==> src/rtl/inta_initiator_if.sv <==
// Acknowledge bus between the interrupt-acknowledge initiator and its controller.
// SPURIOUS exists only when INTA_SPURIOUS_EN is defined.
interface inta_initiator_if;
   logic       INT;
   logic       IF_EN;
   logic       BUSY;
   logic [7:0] D;
   logic       INTA;
   logic [7:0] VECTOR;
   logic       VECTOR_VALID;
   logic       ACK_ACTIVE;
`ifdef INTA_SPURIOUS_EN
   logic       SPURIOUS;
`endif

   modport master (
      input  INT, IF_EN, BUSY, D,
      output INTA, VECTOR, VECTOR_VALID, ACK_ACTIVE
`ifdef INTA_SPURIOUS_EN
      , output SPURIOUS
`endif
   );

   modport slave (
      output INT, IF_EN, BUSY, D,
      input  INTA, VECTOR, VECTOR_VALID, ACK_ACTIVE
`ifdef INTA_SPURIOUS_EN
      , input SPURIOUS
`endif
   );
endinterface

==> src/rtl/inta_initiator.sv <==
// Two-pulse interrupt-acknowledge initiator: INTA low, gap, INTA low with vector capture, recovery.
// Optional macro INTA_SPURIOUS_EN aborts to recovery when INT has vanished by the end of the first pulse.
module inta_initiator #(
   parameter int unsigned PULSE_LOW  = 2,
   parameter int unsigned GAP_CYCLES = 2
) (
   input logic              CLK,
   input logic              RESET,
   inta_initiator_if.master bus
);
   localparam int unsigned CNT_W   = 4;
   localparam int unsigned VEC_W   = 8;
   localparam int unsigned PL_EFF  = (PULSE_LOW  == 0) ? 1 : PULSE_LOW;
   localparam int unsigned GAP_EFF = (GAP_CYCLES == 0) ? 1 : GAP_CYCLES;
   localparam logic [CNT_W-1:0] PL_LAST  = CNT_W'(PL_EFF - 1);
   localparam logic [CNT_W-1:0] GAP_LAST = CNT_W'(GAP_EFF - 1);

   typedef enum logic [2:0] {
      S_IDLE,
      S_P1_LOW,
      S_GAP,
      S_P2_LOW,
      S_RECOVER
   } state_e;

   state_e             state_q, state_d;
   logic [CNT_W-1:0]   cnt_q, cnt_d;
   logic [VEC_W-1:0]   vector_q, vector_d;
   logic               valid_q, valid_d;
   logic               inta_q, inta_d;
   logic               ack_q, ack_d;
`ifdef INTA_SPURIOUS_EN
   logic               spur_q, spur_d;
`endif

   // Next state; the counter holds the remaining cycles of the current phase minus one.
   always_comb begin
      state_d  = state_q;
      cnt_d    = cnt_q;
      vector_d = vector_q;
      valid_d  = 1'b0;
`ifdef INTA_SPURIOUS_EN
      spur_d   = 1'b0;
`endif
      case (state_q)
         S_IDLE: begin
            if (bus.INT && bus.IF_EN && !bus.BUSY) begin
               state_d = S_P1_LOW;
               cnt_d   = PL_LAST;
            end
         end
         S_P1_LOW: begin
            if (cnt_q == '0) begin
               state_d = S_GAP;
               cnt_d   = GAP_LAST;
`ifdef INTA_SPURIOUS_EN
               if (!bus.INT) begin
                  state_d = S_RECOVER;
                  spur_d  = 1'b1;
               end
`endif
            end else begin
               cnt_d = cnt_q - CNT_W'(1);
            end
         end
         S_GAP: begin
            if (cnt_q == '0) begin
               state_d = S_P2_LOW;
               cnt_d   = PL_LAST;
            end else begin
               cnt_d = cnt_q - CNT_W'(1);
            end
         end
         S_P2_LOW: begin
            if (cnt_q == '0) begin
               state_d  = S_RECOVER;
               cnt_d    = GAP_LAST;
               vector_d = bus.D;
               valid_d  = 1'b1;
            end else begin
               cnt_d = cnt_q - CNT_W'(1);
            end
         end
         S_RECOVER: begin
            if (cnt_q == '0) begin
               state_d = S_IDLE;
               cnt_d   = '0;
            end else begin
               cnt_d = cnt_q - CNT_W'(1);
            end
         end
         default: begin
            state_d = S_IDLE;
            cnt_d   = '0;
         end
      endcase

      // Outputs follow the upcoming state so every output stays a plain flop.
      inta_d = !((state_d == S_P1_LOW) || (state_d == S_P2_LOW));
      ack_d  = (state_d != S_IDLE);
   end

   always_ff @(posedge CLK) begin
      if (RESET) begin
         state_q  <= S_IDLE;
         cnt_q    <= '0;
         vector_q <= '0;
         valid_q  <= 1'b0;
         inta_q   <= 1'b1;
         ack_q    <= 1'b0;
`ifdef INTA_SPURIOUS_EN
         spur_q   <= 1'b0;
`endif
      end else begin
         state_q  <= state_d;
         cnt_q    <= cnt_d;
         vector_q <= vector_d;
         valid_q  <= valid_d;
         inta_q   <= inta_d;
         ack_q    <= ack_d;
`ifdef INTA_SPURIOUS_EN
         spur_q   <= spur_d;
`endif
      end
   end

   assign bus.INTA         = inta_q;
   assign bus.VECTOR       = vector_q;
   assign bus.VECTOR_VALID = valid_q;
   assign bus.ACK_ACTIVE   = ack_q;
`ifdef INTA_SPURIOUS_EN
   assign bus.SPURIOUS     = spur_q;
`endif

endmodule

==> src/flat_wrapper.sv <==
// flat-port wrapper written by rule: the top's interface ports become plain ports
module inta_initiator_flat 
#(
   parameter int unsigned PULSE_LOW  = 2,
   parameter int unsigned GAP_CYCLES = 2
)
  (CLK, RESET, bus_INT, bus_IF_EN, bus_BUSY, bus_D, bus_INTA, bus_VECTOR, bus_VECTOR_VALID, bus_ACK_ACTIVE);
  inta_initiator_if bus_i ();
  input logic CLK;
  input logic RESET;
  input wire logic [$bits(bus_i.INT)-1:0] bus_INT;
  input wire logic [$bits(bus_i.IF_EN)-1:0] bus_IF_EN;
  input wire logic [$bits(bus_i.BUSY)-1:0] bus_BUSY;
  input wire logic [$bits(bus_i.D)-1:0] bus_D;
  output wire logic [$bits(bus_i.INTA)-1:0] bus_INTA;
  output wire logic [$bits(bus_i.VECTOR)-1:0] bus_VECTOR;
  output wire logic [$bits(bus_i.VECTOR_VALID)-1:0] bus_VECTOR_VALID;
  output wire logic [$bits(bus_i.ACK_ACTIVE)-1:0] bus_ACK_ACTIVE;
  assign bus_i.INT = bus_INT;
  assign bus_i.IF_EN = bus_IF_EN;
  assign bus_i.BUSY = bus_BUSY;
  assign bus_i.D = bus_D;
  assign bus_INTA = bus_i.INTA;
  assign bus_VECTOR = bus_i.VECTOR;
  assign bus_VECTOR_VALID = bus_i.VECTOR_VALID;
  assign bus_ACK_ACTIVE = bus_i.ACK_ACTIVE;
  inta_initiator #(.PULSE_LOW(PULSE_LOW), .GAP_CYCLES(GAP_CYCLES)) u_core (.CLK(CLK), .RESET(RESET), .bus(bus_i));
endmodule
==> config.mk <==
export PLATFORM = sky130hd
export DESIGN_NAME = inta_initiator_flat
export DESIGN_NICKNAME = d
export VERILOG_FILES = /design/src/rtl/inta_initiator_if.sv /design/src/rtl/inta_initiator.sv /design/src/flat_wrapper.sv
export SDC_FILE = /design/constraint.sdc
export NUM_CORES = 1
export LEC_CHECK = 0
export BUFFER_PORTS_ARGS = -buffer_cell sky130_fd_sc_hd__buf_2
export CAP_MARGIN = 10
export CORE_AREA = 4 4 51 53
export CTS_CLUSTER_DIAMETER = 50
export CTS_CLUSTER_SIZE = 14
export DETAILED_ROUTE_END_ITERATION = 8
export DIE_AREA = 0 0 55 57
export SLEW_MARGIN = 20
export SYNTH_ARGS = -nofsm -noshare
export SYNTH_HDL_FRONTEND = slang
export SYNTH_SLANG_ARGS = --single-unit
==> constraint.sdc <==
create_clock -name CLK -period 1.94 [get_ports CLK]
set_input_delay 0.388 -clock CLK [delete_from_list [all_inputs] [get_ports CLK]]
set_output_delay 0.388 -clock CLK [all_outputs]
set_load 0.1 [all_outputs]
# == After elaboration in Yosys (flattened, before gate mapping) ==
# Index checks and enable logic that the tools add are counted.
# Widths: inputs -> output; s select.
# word_totals
input_bits,13
output_inout_bits,11
ff_bits,18
word_cells,37
# op_classes
mux,11
eq_ne,7
n_reduce_logical,11
bitwise,1
n_addsub,1
# op_table
operator,n
$mux 3,5
$pmux 3 s5,1
$mux 4,3
$pmux 4 s3,1
$eq 3x2->1 const B,3
$eq 3x1->1 const B,2
$logic_not 4->1,1
$sub 4x1->4 const B,1
$eq 3x3->1 const B,1
$logic_not 3->1,1
$reduce_bool 3->1,1
$reduce_or 3->1,1
$logic_and 1x1->1,2
$logic_not 1->1,2
$ne 2x1->1 const B,1
$reduce_and 2->1,1
$reduce_or 2->1,1
$logic_or 1x1->1,1
$mux 1,1
$not 1->1,1

# == Logic depth before layout (Yosys ltp) ==
# depth
ltp_word,7
ltp_mapped,5
depth_no_buf,4

# == Least setup slack after synthesis ==
# No wires, ideal clock.
# synth_path
path_type,flip-flop to flip-flop
startpoint,register u_core.state_q[2]
endpoint,register u_core.cnt_q[2]
t_arrival_ns,1.364
t_required_ns,1.823
period_less_slack_ns,1.481
setup_time_ns,0.117
n_path_buf,1
stages_incl_launch_ff,6
path_slack_ns,0.459
path_cell_list,dfxtp_1 buf_6 or3_4 and3b_4 a32o_1 a32o_1
# synth_between
elab_chain_cells,3
word_cells_on_any_way,8
cone_classes,eq/ne: 5; mux: 1; reduce/logical: 2
# synth_rtl
item,line_no,text
start: declaration,inta_initiator.sv:26,"state_e state_q, state_d;"
start signal: assignment,inta_initiator.sv:115,state_q <= state_d;
$eq 3x1->1 or $eq 3x2->1 (tied branches),inta_initiator.sv:45,case (state_q)
$reduce_or 3->1 (no line),--,
$pmux 4 s3,inta_initiator.sv:45,
end signal: assignment,inta_initiator.sv:116,cnt_q <= cnt_d;
end: declaration,inta_initiator.sv:27,"logic [CNT_W-1:0] cnt_q, cnt_d;"
# Several ways; a longest one is shown, not always the timed one.
# A chain may end at the register's enable or synchronous reset.

# == Worst setup path in the final report ==
# layout_path
startpoint,register u_core.cnt_q[2]
endpoint,register u_core.vector_q[2] (netlist: u_core.bus.VECTOR[2])
# layout_between
elab_chain_cells,2
# layout_rtl
item,line_no,text
$logic_not 4->1,inta_initiator.sv:75,if (cnt_q == '0) begin
$reduce_and 2->1 (no line),--,
end signal: assignment,inta_initiator.sv:117,vector_q <= vector_d;
end: declaration,inta_initiator.sv:28,"logic [VEC_W-1:0] vector_q, vector_d;"
# No other way between the ends.

==> summary.md <==
| Metric | Value |
|---|---|
| Switching Share | `34.2%` |
| Synthesis Warnings | `0` |
| Reg2reg path depth | `5` |
| Port bufs | `23` |
| Net count after synthesis | `88` |
| PnR worst setup slack | `415 ps` |
| Avg Inst Size Synth | `9.64 sq um` |
| CTS tree | `yes` |
| Status | `finished, final reports clean` |
| Pwr dens | `a little over 1000 mW/mm^2` |
| Layout net count | `114` |
| Total CTS buffers | `3` |
| Later-pin clock latency in the skew report | `about 290 ps` |
| Setup crit start | `u_core.cnt_q[2]` |
| Root Buffer Master | `clkbuf_4` |
| Logic pwr share | `about 28%` |
| RR Startpoint | `u_core.cnt_q[2]` |
| Flop-to-flop setup slack | `roughly 420 ps` |
| RSZ-0062 raised after global routing | `no` |
| Num rows | `17` |
| Class of the worst hold path | `in -> reg` |
| CTS max path bufs | `2` |
| GRT Total Usage | `10.3%` |
| NetSw | `309 uW` |
| FF+latch area | `360 sq um` |
| Routed Antenna Nets | `0` |
| H-tree Lvls | `1` |
| Worst Skew | `between 9 and 10 ps` |
| Measured slew at the worst slew-check pin | `483 ps` |
| Initial DRT Pass Iterations | `4` |
| Slew headroom | `67.5%` |
| Die height | `57 microns` |
| Critical path fanouts, max | `10` |
| Largest net degree at the start of global routing | `17` |
| Post-synthesis cell area | `723 sq um` |
| CTS Sinks | `18` |
| Initial antenna violation count | `0` |
| Flop pwr share | `46.3%` |
| Min Tclk post-route | `1520 ps` |
| P_int | `~590 uW` |
| CP arrival | `approximately 1700 ps` |
| Setup violations, final | `0` |
| Fmax | `between 600 and 700 MHz` |
| Multi-input logic area | `339 sq um` |
| Via count | `604` |
| Max-slew violation count | `0` |
| Chip Width | `roughly 55 microns` |
| Initial Util | `33.7%` |
| Vias/cell | `4.72` |
| Synth unique cells | `27` |
| Final wirelength | `1450 microns` |
| Max Cap Viol | `0` |
| First-pass GRT wire length | `2330 microns` |
| Total negative slack | `0 ps` |
| WS Path Type | `reg -> reg` |
| Clk pwr share | `25.5%` |
| WP data required | `2120 ps` |
| Static Leak | `0.000463 uW` |
| Antenna Cells | `0` |
| WL/cell | `11.4 microns` |
| Clock transition at the registers of the reported paths | `110 ps` |
| GR Overflow Total | `0` |
| Peak supply drop | `0.320 mV` |
| CTS Hold Bufs | `0` |
| Critical path capture point | `u_core.bus.VECTOR[2]` |
| Crit. End Element | `flop` |
| Routability-driven placement congestion ratio | `0.776` |
| R2R Path End | `u_core.bus.VECTOR[2]` |
| # fillers | `233` |
| CTS resizes | `0` |
| Drt first-iter violations | `7` |
| Post-synthesis sequential area ratio | `49.8%` |
| Final Cycle Share | `78.6%` |
| Full die area | `0.00314 sq mm` |
| Register bit total from synthesis | `18` |
| Layout cells sized above 1 | `33.0%` |
| IO Pins | `24` |
| Setup crit start kind | `flop` |
| Mapped Cells | `75` |
| Vias in the first global route | `about 550` |
| Setup bufs post-CTS | `0` |
| Hold Fails Final Rpt | `0` |
| Post-Place Setup Slack | `433 ps` |
| Detailed placement HPWL | `1110 microns` |
| Core ar. | `0.00215 sq mm` |
| DRC | `0` |
| Synth-to-Final Area Change | `24.0%` |
-- registers in the layout (all words and copies together), names as in the netlist --
name,flops
u_core.bus.VECTOR_VALID,1
u_core.state_q,3
u_core.bus.VECTOR,8
u_core.bus.INTA,1
u_core.cnt_q,4
u_core.bus.ACK_ACTIVE,1
-- stage by stage --
step	power, uW	area [sq um]	utilization [%]	hold slack (ps)	std cells
after detailed placement	681	861	40.1	473	124
final	903	897	41.8	318	128
after floorplan	631	723	-	453	75
after global routing	945	897	41.8	335	128
after CTS	911	897	41.8	319	128
after global placement	680	861	40.1	471	124
-- logic make-up after synthesis --
family | count (synthesis) | synth area share (%)
buffers and inverters | 4 | 3.29
XOR/XNOR | 1 | 1.21
multiplexers | 8 | 11.1
AND/OR/NAND/NOR | 32 | 22.5
AO/OA/AOI/OAI | 12 | 12.1
flip-flops | 18 | 49.8
-- worst max-delay path: stages (launching register included) --
cell,delay (ps)
dfxtp_1,360
nor4_1,480
nand4b_1,150
buf_4,210
mux2i_1,160
nor2_1,50
-- synth_stat cells --
cell type | n | share of area (%)
a31oi_1 | 1 | 0.87
buf_6 | 1 | 1.6
nand3_1 | 1 | 0.69
o22ai_1 | 1 | 0.87
o21ai_0 | 1 | 0.69
nor2_1 | 17 | 8.8
and3b_4 | 1 | 1.7
a211oi_1 | 1 | 1.0
or3_4 | 1 | 1.6
and3b_1 | 1 | 1.2
nand2_1 | 4 | 2.1
a32o_1 | 3 | 4.2
clkbuf_1 | 1 | 0.52
nand2b_1 | 1 | 0.87
dfxtp_1 | 18 | 50
a21o_2 | 1 | 1.2
nor4_1 | 1 | 0.87
or2_2 | 2 | 1.7
mux2i_1 | 8 | 11
nand3b_1 | 1 | 1.0
nand4b_1 | 1 | 1.2
inv_1 | 1 | 0.52
xor2_1 | 1 | 1.2
a21oi_1 | 3 | 2.1
a22o_1 | 1 | 1.2
buf_2 | 1 | 0.69
nor3_1 | 1 | 0.69
-- worst min path at each step --
stage / startpoint / to / slack [ps] / cells after the start
CTS: bus_D[5] / u_core.bus.VECTOR[5] / 320 / 3
global placement: u_core.cnt_q[0] / u_core.cnt_q[0] / 470 / 2
finish: bus_D[1] / u_core.bus.VECTOR[1] / 320 / 3
floorplan: u_core.cnt_q[0] / u_core.cnt_q[0] / 450 / 2
detailed placement: u_core.cnt_q[0] / u_core.cnt_q[0] / 470 / 2
global route: bus_D[0] / u_core.bus.VECTOR[0] / 340 / 3
-- layout make-up --
| class | count | area share, % |
|---|---|---|
| sequential | 18 | 40.2 |
| multi-input combinational | 53 | 37.8 |
| timing repair buffer | 24 | 13.7 |
| clock buffer | 4 | 4.04 |
| tap | 28 | 3.91 |
| inverter | 1 | 0.418 |
-- per-layer routing --
layer | track usage (%) | vias to the layer above | share of wire (%)
li1 | - | 313 | -
met1 | 12.9 | 272 | 44
met2 | 14.4 | 15 | 47
met3 | 1.83 | 4 | 5.6
met4 | 9.38 | 0 | 3.6
met5 | 0 | - | 0
-- power groups by stage --
stage | registers (uW) | clock network (uW) | logic, uW
after floorplan | 505 | 0 | 126
after global placement | 426 | 0 | 253
after detailed placement | 427 | 0 | 254
after CTS | 418 | 238 | 254
after global routing | 422 | 248 | 274
final | 418 | 231 | 254
-- placed cells by master, fill, tap and decap left out --
master and n:
dfxtp_1 18, xor2_1 1, o22ai_1 1, a21o_2 1, nand2b_1 1, a31oi_1 1, and3b_1 1, a21oi_1 3
a211oi_1 1, nand4b_1 1, mux2i_1 8, a22o_1 1, a32o_1 3, or3_4 1, nand2_1 4, buf_2 23
o21ai_0 1, or2_2 2, clkbuf_8 1, clkbuf_4 3, nand3_1 1, nor3_1 1, and3b_4 1, inv_1 1
nor4_1 1, nor2_1 17, buf_4 1, nand3b_1 1
Power figures use the tool's default switching activity.
